==> src/rtl/reg_share_arbiter.sv <==
// Four-requester round-robin arbiter guarding one shared WIDTH-bit register.
// Each transaction runs IDLE -> GRANT -> DONE. Requesters whose req drops during GRANT are aborted.
module reg_share_arbiter #(
  parameter int unsigned WIDTH = 8
) (
  input  logic               clk,
  input  logic               rst_n,
  input  logic [3:0]         req,
  input  logic [4*WIDTH-1:0] wdata,
  output logic [3:0]         gnt,
  output logic [3:0]         ack,
  output logic [WIDTH-1:0]   q,
  output logic               busy,
  output logic [1:0]         owner
);

  typedef enum logic [1:0] {
    StIdle,
    StGrant,
    StDone
  } state_e;

  state_e             state_q, state_d;
  logic [1:0]         ptr_q, ptr_d;
  logic [1:0]         owner_q, owner_d;
  logic [3:0]         gnt_q, gnt_d;
  logic [3:0]         ack_q, ack_d;
  logic [WIDTH-1:0]   q_q, q_d;
  logic [1:0]         pick_idx;
  logic [1:0]         cand;
  logic [WIDTH-1:0]   owner_data;

  // Scan from ptr+3 down to ptr so the last hit is the first set bit in round-robin order.
  always_comb begin
    pick_idx = ptr_q;
    cand     = ptr_q;
    for (int k = 3; k >= 0; k--) begin
      cand = ptr_q + 2'(k);
      if (req[cand]) begin
        pick_idx = cand;
      end
    end
  end

  always_comb begin
    owner_data = '0;
    for (int i = 0; i < 4; i++) begin
      if (owner_q == 2'(i)) begin
        owner_data = wdata[i*WIDTH +: WIDTH];
      end
    end
  end

  always_comb begin
    state_d = state_q;
    ptr_d   = ptr_q;
    owner_d = owner_q;
    gnt_d   = '0;
    ack_d   = '0;
    q_d     = q_q;
    case (state_q)
      StIdle: begin
        if (|req) begin
          state_d = StGrant;
          gnt_d   = 4'b0001 << pick_idx;
          owner_d = pick_idx;
        end
      end
      StGrant: begin
        // The pointer advances past the owner whether the write lands or is aborted.
        ptr_d = owner_q + 2'd1;
        if (req[owner_q]) begin
          q_d     = owner_data;
          ack_d   = 4'b0001 << owner_q;
          state_d = StDone;
        end else begin
          state_d = StIdle;
        end
      end
      StDone: begin
        state_d = StIdle;
      end
      default: begin
        state_d = StIdle;
      end
    endcase
  end

  always_ff @(posedge clk or negedge rst_n) begin
    if (!rst_n) begin
      state_q <= StIdle;
      ptr_q   <= 2'd0;
      owner_q <= 2'd0;
      gnt_q   <= '0;
      ack_q   <= '0;
      q_q     <= '0;
    end else begin
      state_q <= state_d;
      ptr_q   <= ptr_d;
      owner_q <= owner_d;
      gnt_q   <= gnt_d;
      ack_q   <= ack_d;
      q_q     <= q_d;
    end
  end

  assign gnt   = gnt_q;
  assign ack   = ack_q;
  assign q     = q_q;
  assign owner = owner_q;
  assign busy  = (state_q != StIdle);

endmodule

==> config.mk <==
export PLATFORM = sky130hd
export DESIGN_NAME = reg_share_arbiter
export DESIGN_NICKNAME = d
export VERILOG_FILES = /design/src/rtl/reg_share_arbiter.sv
export SDC_FILE = /design/constraint.sdc
export NUM_CORES = 1
export LEC_CHECK = 0
export CAP_MARGIN = 40
export CELL_PAD_IN_SITES_DETAIL_PLACEMENT = 2
export CELL_PAD_IN_SITES_GLOBAL_PLACEMENT = 2
export CORE_MARGIN = 5
export CORE_UTILIZATION = 22
export CTS_BUF_LIST = sky130_fd_sc_hd__clkbuf_8
export DETAILED_ROUTE_END_ITERATION = 10
export GPL_ROUTABILITY_DRIVEN = 0
export PLACE_DENSITY = 0.83
export SLEW_MARGIN = 15
export SYNTH_ARGS = -nofsm -noshare
export SYNTH_HDL_FRONTEND = slang
export SYNTH_SLANG_ARGS = --single-unit
==> constraint.sdc <==
create_clock -name clk -period 1.7 [get_ports clk]
set_input_delay 0.255 -clock clk [delete_from_list [all_inputs] [get_ports clk]]
set_output_delay 0.255 -clock clk [all_outputs]
set_load 0.02 [all_outputs]
==> results.md, run 1 <==
- Synth Area per Inst: 10.2 µm²
- Max Fclk: 598 MHz
- Longest Clk Path Bufs: 2
- Largest net degree at the start of global routing: 23
- Final hold vios: 0
- Antenna fix cells: 0
- DRC Markers: 0
- Initial DRC Count: 29
- Met1 Resource Use GR: 16.2%
- Worst Tran Pin Value: 0.450 ns
- Met2 Usage GRT: 24.5%
- Startpoint types: flip-flop
- Busiest layer in global routing: met2
- Root Buffer: clkbuf_8
- Clock transition at path regs: 0.08 ns
- Worst skew pair latency: 0.26 ns
- Slew HR: 69.6%
- Lkg Pwr: 0.925 nW
- Share of cells above drive strength 1: 28.7%
- Global-route wire length before repair: 7650 µm
- Crit. End Element: flip-flop
- Worst EP arrival: 1.83 ns
- Max-slew violations: 0
- GR Util met3: 1.57%
- GR Overflow Total: 0
- RSZ-0062 raised after global routing: yes
- Critical-path cell list: buf_4 -> mux4_2 -> nand2b_4 -> inv_6 -> mux2_4
- WP depth: 5
- Min-delay worst type: in2async
- Post-DR vias/cell: 4.61
- Initial DRT Pass Iterations: 4
- Top area cells in the synthesized netlist: dfrtp_1, o21ai_0, mux2_4
- Ports: 57
- Sequential share of the synthesized area: 45.0%
- Number of global-route vias before repair: 1444
- Finished Core Util: 39.5%
- Outcome: complete, no violations
- P&R area growth vs syn: 76.5%
- Worst path top cell family by delay: multiplexers
- Max_cap viols: 0
- Crit path max fanout: 11
- Synth Instances: 120
- WP buf/inv: 2
- Area share of the largest cell type after synthesis: 45.0%
- Cell Pwr Density: 1860 nW/µm²
- CTS tree: yes
- H-tree Lvls: 1
- Required time worst endpoint: 1.85 ns
- Port Buf Inserts: 56
- Die H: 84.6 µm
- Sink Count: 22
- Hold buffer count at CTS: 0
- Final Setup Violations: 0
- Final wirelength: 5220 µm
- Final min period: 1.67 ns
- Core area: 5470 µm²
- Initial antenna violation count: 0
- Synth Net Count: 162
- Routed WL per cell: 19.5 µm
- Yosys top cell by area: dfrtp_1
- Tot GR Track Use: 13.5%
- Ys Warns: 0
- Crit path kind: reg2reg
- Max incr delay on CP: 0.52 ns
- CTS Buf Count: 3
- Post-route ant nets: 0
- Register bit count reported by yosys: 22
- Synth cell types: 31
- Die X: 84.6 µm
- Hold slack: 0.337 ns
- Final Skew: 0.00194 ns
- CP max-delay cell: mux4_2
- Max VDD drop: 0.000552 V
- Depth of the most critical reg-to-reg path: 5
- Final nets: 238
- Hpwl dp: 3620 µm
- Starting Density: 22.4%
- Mapped Area: 1220 µm²
- Die Area: 7150 µm²
- Via count: 1232
- Std cell rows: 27
- Period utilisation layout: 98.4%
## layer usage
metal  wire (µm)  up-vias  share of wire, %
met5           0        -                 0
met4         171        0               3.3
met3         146       10               2.8
met2        2840       33                54
met1        2060      609                39
li1            -      580                 -
## placed cells by master, fill, tap and decap left out, types with 2 or more instances in the layout
cell type	netlist	final
dfrtp_1	22	20
buf_4	0	16
inv_2	1	3
clkdlybuf4s50_1	0	54
mux2_2	2	2
o21ai_0	18	9
o21ai_1	0	9
nor2_1	12	11
o21a_1	2	2
nor2b_1	3	3
mux2_4	6	6
ha_1	4	2
a21oi_1	3	3
clkbuf_8	0	3
nand2b_1	5	5
and2_2	2	2
nand2_1	9	9
a221oi_2	0	8
dfrtp_2	0	2
buf_6	1	3
## flip-flops by register name, indices dropped and copies added, names as in the netlist
name     flops
ack          4
gnt          4
owner        2
ptr_q        2
q            8
state_q      2
## cell usage after synthesis
cell type / instances
dfrtp_1: 22
o21ai_0: 18
nor2_1: 12
nand2_1: 9
a221oi_1: 8
mux2_4: 6
nand2b_1: 5
clkbuf_1: 4
ha_1: 4
inv_1: 4
a21oi_1: 3
nor2b_1: 3
and2_2: 2
mux2_2: 2
o21a_1: 2
a211o_2: 1
a221o_1: 1
and2b_1: 1
and2b_2: 1
buf_6: 1
inv_2: 1
mux2i_1: 1
mux4_2: 1
nand2b_2: 1
nand3b_1: 1
nand4_1: 1
o211a_1: 1
o211ai_1: 1
o21bai_1: 1
o311ai_0: 1
or2_2: 1
## cells by family (layout without fill, tap and decap cells)
kind of cell	after synthesis	count (layout)	share of synthesized area, %
AO/OA/AOI/OAI	37	37	19.9
adder cells (fa/ha/maj)	4	4	4.09
buffers and inverters	10	85	3.68
flip-flops	22	22	45.0
multiplexers	10	10	11.9
AND/OR/NAND/NOR	37	37	15.4
## area by class of cell
cell class | instances | area (µm²)
Sequential cell | 22 | 553
Clock inverter | 1 | 30.0
Timing Repair Buffer | 76 | 721
Multi-Input combinational cell | 88 | 701
Inverter | 5 | 23.8
Tap cell | 72 | 90.1
Clock buffer | 3 | 41.3
Fill cell | 594 | 3310
## final timing paths
path	from	end	slack [ns]
hold / removal	rst_n	ptr_q[0]	0.34
max in group asynchronous	rst_n	owner[1]	1.13
hold reg to reg	q[3]	q[3]	0.52
setup / recovery	owner[1]	q[2]	0.03
min in group clk	q[3]	q[3]	0.52
setup reg to reg	owner[1]	q[2]	0.03
## power breakdown
group          leakage [nW]  internal, mW  total, mW  switching, mW
Sequential            0.277         0.754      0.941          0.187
Combinational         0.612          1.28       2.58           1.31
Clock                0.0357         0.315      0.490          0.175
## timing repair
action | CTS | global route
cloned | 0 | 1
resized for setup | 16 | 16
setup endpoints to repair | 9 | 9
buffers inserted | 0 | 0
pin swaps | 3 | 2
## per-stage QoR
step | power (mW) | cell area [µm²] | TNS [ns] | setup slack, ns | std cells
floorplan | 2.16 | 1230 | 0 | 0.0349 | 120
global placement | 3.11 | 1990 | -1.03 | -0.122 | 262
detailed placement | 3.23 | 1990 | -1.75 | -0.186 | 262
CTS | 3.83 | 2100 | -0.0112 | -0.0112 | 266
global route | 4.26 | 2160 | -0.235 | -0.0427 | 267
finish | 4.01 | 2160 | 0 | 0.0272 | 267
(Power assumes the default switching activity.)
==> inputs of run 2 (changes only) <==
--- a/config.mk
+++ b/config.mk
@@ -13,6 +13,7 @@
 export CTS_BUF_LIST = sky130_fd_sc_hd__clkbuf_8
 export DETAILED_ROUTE_END_ITERATION = 10
 export GPL_ROUTABILITY_DRIVEN = 0
+export GPL_TIMING_DRIVEN = 0
 export PLACE_DENSITY = 0.83
 export SLEW_MARGIN = 15
 export SYNTH_ARGS = -nofsm -noshare
==> constraint.sdc (replaced) <==
create_clock -name clk -period 1.4 [get_ports clk]
set_input_delay 0.21 -clock clk [delete_from_list [all_inputs] [get_ports clk]]
set_output_delay 0.21 -clock clk [all_outputs]
set_load 0.02 [all_outputs]
==> run 2 against run 1 <==
  * The flow now finishes with violations (setup timing)
  * Combinational power increased by 36%
  * Sequential cell count unchanged
  * Clock skew increased by 0.0034 ns
  * Maximum frequency decreased by 1.7%
==> results.md, run 2 (synthesized netlist as in run 1, its figures left out) <==
- Max Fclk: 587 MHz
- Hpwl dp: 3510 µm
- Initial DRC Count: 48
- Worst Tran Pin Value: 0.411 ns
- Initial DRT Pass Iterations: 3
- Die Area: 7150 µm²
- CTS tree: yes
- Global-route wire length before repair: 8230 µm
- Slew HR: 72.5%
- Placed Cells: 249
- Number of flip-flops in the largest register: 8
- R2R Setup Slk: -0.30 ns
- Core area: 5470 µm²
- Met2 Usage GRT: 28.1%
- Starting Density: 22.4%
- Initial antenna violation count: 0
- Worst EP arrival: 1.86 ns
- Longest Clk Path Bufs: 2
- Required time worst endpoint: 1.56 ns
- Share of cells above drive strength 1: 33.7%
- CTS Buf Count: 3
- Worst skew pair latency: 0.27 ns
- Net Sw Frac: 42.0%
- H-tree Lvls: 1
- Max-slew violations: 0
- GR Util met3: 2.36%
- Number of global-route vias before repair: 1439
- Sink Count: 22
- Die H: 84.6 µm
- Port Buf Inserts: 56
- Post-DR vias/cell: 4.71
- Finished Core Util: 41.2%
- Min-delay worst type: in2async
- Max_cap viols: 0
- RSZ-0062 raised after global routing: yes
- Hold slack: 0.235 ns
- Power share of the combinational group: 67.3%
- Critical-path cell list: inv_1 -> ha_2 -> clkbuf_16 -> a221oi_4 -> o21ai_1 -> mux2_4
- Clock transition at path regs: 0.07 ns
- Cell Count, Final, Fillers Out: 265
- Final Skew: 0.00534 ns
- Setup_tns: -2.57 ns
- Final worst slack: -0.302 ns
- Max VDD drop: 0.000743 V
- Lkg Pwr: 1.02 nW
- DRC Markers: 0
- Die X: 84.6 µm
- Final min period: 1.70 ns
- Crit path kind: reg2reg
- Place WS: -0.645 ns
- Flop pwr share: 21.3%
- Busiest layer in global routing: met2
- Post-route ant nets: 0
- Clock power frac: 11.4%
- Crit. End Element: flip-flop
- Failing checks: setup timing
- Final hold vios: 0
- Hold buffer count at CTS: 0
- Largest net degree at the start of global routing: 16
- Std cell rows: 27
- Crit path max fanout: 10
- Root Buffer: clkbuf_8
- GR Overflow Total: 0
- Cell Pwr Density: 2310 nW/µm²
- Routed WL per cell: 21.6 µm
- Via count: 1249
- Tot GR Track Use: 15.1%
- Startpoint types: flip-flop
- Cell Int Power: 3.02 mW
- Ports: 57
- Period utilisation layout: 122%
- Final Setup Violations: 11
- P&R area growth vs syn: 84.5%
- Final wirelength: 5730 µm
- NetSw: 2.18 mW
- Most frequent cells in the layout: clkdlybuf4s50_1, dfrtp_1, dlygate4sd2_1
- Commonest non-fill, non-tap cell in the layout: clkdlybuf4s50_1
- Final nets: 236
- Outcome: finished, violations left
- Antenna fix cells: 0
- Max incr delay on CP: 0.43 ns
- Met1 Resource Use GR: 16.5%
- CP max-delay cell: dfrtp_2
-- run 2: cell types whose count changed in the layout (fill, tap and decap cells not counted), sizes merged --
| cell | before | now |
|---|---|---|
| clkdlybuf4s50 | 54 | 33 |
| dlygate4sd2 | 1 | 18 |
| clkbuf | 3 | 9 |
| buf | 20 | 15 |
| dlymetal6s2s | 1 | 2 |
-- run 2: power groups by stage --
stage	combinational [mW]	clock [mW]	sequential (mW)
floorplan	1.35	0	1.34
global placement	2.50	0	1.11
detailed placement	2.58	0	1.14
CTS	3.19	0.606	1.09
global route	3.79	0.635	1.15
finish	3.50	0.594	1.11
-- run 2: path summary, 6_finish.rpt --
path / start / endpoint / cells after the start
worst max-delay path: owner[1] / q[3] / 6
worst max register to register: owner[1] / q[3] / 6
worst min-delay path: rst_n / state_q[0] / 1
worst min register to register: q[2] / q[2] / 1
min in group clk: q[2] / q[2] / 1
max in group asynchronous: rst_n / ptr_q[0] / 2
-- run 2: critical path, delay by kind of cell (launching register included) --
| kind | cells | cell delay [ns] |
|---|---|---|
| adders and majority gates | 1 | 0.22 |
| DFF | 1 | 0.43 |
| AOI/OAI and AO/OA | 2 | 0.40 |
| buffers and inverters | 2 | 0.28 |
| muxes | 1 | 0.26 |
-- run 2: area by class of cell --
cell class,count,area (µm²)
plain buffers,5,72.6
clock buffers,3,41.3
clock inverters,1,30.0
fillers,598,3220
inverters,5,28.8
multi-input cells,88,777
flip-flops and latches,22,554
well taps,72,90.1
repair buffers,69,663
-- run 2: metal layers --
layer / share of wire, % / vias to the layer above
met4: 3.3 / 0
met1: 37 / 630
li1: - / 574
met5: 0 / -
met3: 3.1 / 14
met2: 57 / 31
-- run 2: metrics by stage --
stage	total power [mW]	instance area (µm²)
after detailed placement	3.72	1920
final	5.21	2260
after global placement	3.60	1900
after CTS	4.88	2180
after global routing	5.57	2260
after floorplan	2.68	1250
-- run 2: timing repair --
action | 4_1_cts | 5_1_grt
gates resized for setup | 59 | 21
setup endpoints to repair | 35 | 22
pin swaps | 2 | 4
setup buffers | 8 | 3
gates cloned | 2 | 0
==> RTL change: new RTL, flow settings as in run 2 <==
`WIDTH`: 8 -> 9.
--- a/src/rtl/reg_share_arbiter.sv
+++ b/src/rtl/reg_share_arbiter.sv
@@ -1,7 +1,7 @@
 // Four-requester round-robin arbiter guarding one shared WIDTH-bit register.
 // Each transaction runs IDLE -> GRANT -> DONE. Requesters whose req drops during GRANT are aborted.
 module reg_share_arbiter #(
-  parameter int unsigned WIDTH = 8
+  parameter int unsigned WIDTH = 9
 ) (
   input  logic               clk,
   input  logic               rst_n,
Interface: changed (resized q and wdata); port bits go from 57 to 62. The function was not compared with the original's and may differ.
==> RTL change against run 2 <==
  * The flow still finishes with violations (negative setup slack)
  * Worst setup slack improved by 0.044 ns
  * Hold slack improved by 0.019 ns
  * Final area rose by 4.3%
  * Synthesized cell count did not move
  * Total power fell by 1.1%
  * Area after synthesis rose by 3.0%
  * Sequential cell count rose by 1
  * Routed wire length rose by 4.2%
  * Non-clock buffer count rose by 8
  * Sequential share of layout area barely moved
==> RTL change: results (changes against run 2) <==
vias: 1305  # was 1249
endpoint: "q[6]$_DFFE_PN0P_"  # was q[3]$_DFFE_PN0P_
violations: "negative setup slack"  # unchanged
track_usage_pct: 16.5  # was 15.1%
setup_ws_ns: -0.258  # was -0.302 ns
clock_sink_count: 23  # was 22
buffers: 82  # was 74
drive_above_1_share_pct: 38.1  # was 33.7%
buf_share_pct: 33.5  # was 32.6%
cp.arrival_ns: 1.83  # was 1.86 ns
setup_tns_ns: -2.51  # was -2.57 ns
num-multi-input-gates: 85  # was 88
post-dp-hpwl_um: 3860  # was 3510 µm
synth_common_cells: "dfrtp_1 (23), o21ai_0 (20), nand2_1 (11)"  # was dfrtp_1 (22), o21ai_0 (18), nor2_1 (12)
areaGrowthSynthToFinish_pct: 86.9  # was 84.5%
tightest_slew_ns: 0.497  # was 0.411 ns
setup_viol: 15  # was 11
placed_area_um2: 2070  # was 1920 µm²
dr.first_iter.drc_count: 25  # was 48
die-width_um: 85.7  # was 84.6 µm
synthAdderAreaFrac_pct: 3.97  # was 4.09%
routed_via_density: 4.76  # was 4.71
register_area_um2: 578  # was 554 µm²
yosysTopAreaCellShare_pct: 45.7  # was 45.0%
leakage_uw: 0.00106  # was 0.00102 µW
cts.clk_slew.worst_paths_ns: 0.10  # was 0.07 ns
vdd_drop_max_v: 0.000670  # was 0.000743 V
clock_area_share_pct: 1.97  # was 3.16%
status: "finished, violations left"  # unchanged
portBuffers: 61  # was 56
RTL change: power groups by stage:
| stage | clock [µW] | combinational (µW) | sequential (µW) |
|---|---|---|---|
| after floorplan | 0 | 1520 | 1400 |
| after global placement | 0 | 2720 | 1150 |
| after detailed placement | 0 | 2860 | 1180 |
| after CTS | 464 | 3310 | 1160 |
| after global routing | 502 | 3770 | 1220 |
| final | 457 | 3520 | 1180 |
RTL change: critical path: stages (launching register included):
cell,delay (ns)
dfrtp_2,0.47
mux4_2,0.58
nand2_4,0.11
inv_6,0.07
mux2_4,0.31
RTL change: layer usage:
layer,GRT usage [%],part of all wire [%],vias to the layer above
li1,-,-,601
met1,18.2,38,664
met2,31.8,57,28
met3,2.02,2.5,12
met4,5.90,2.6,0
met5,0,0,-
RTL change: kinds of logic (layout without fill, tap and decap cells):
group / Yosys count / count (layout)
AOI/OAI and AO/OA: 35 / 35
adders and majority gates: 4 / 4
DFF: 23 / 23
muxes: 11 / 11
buffers and inverters: 12 / 94
and+or+nand+nor: 35 / 35
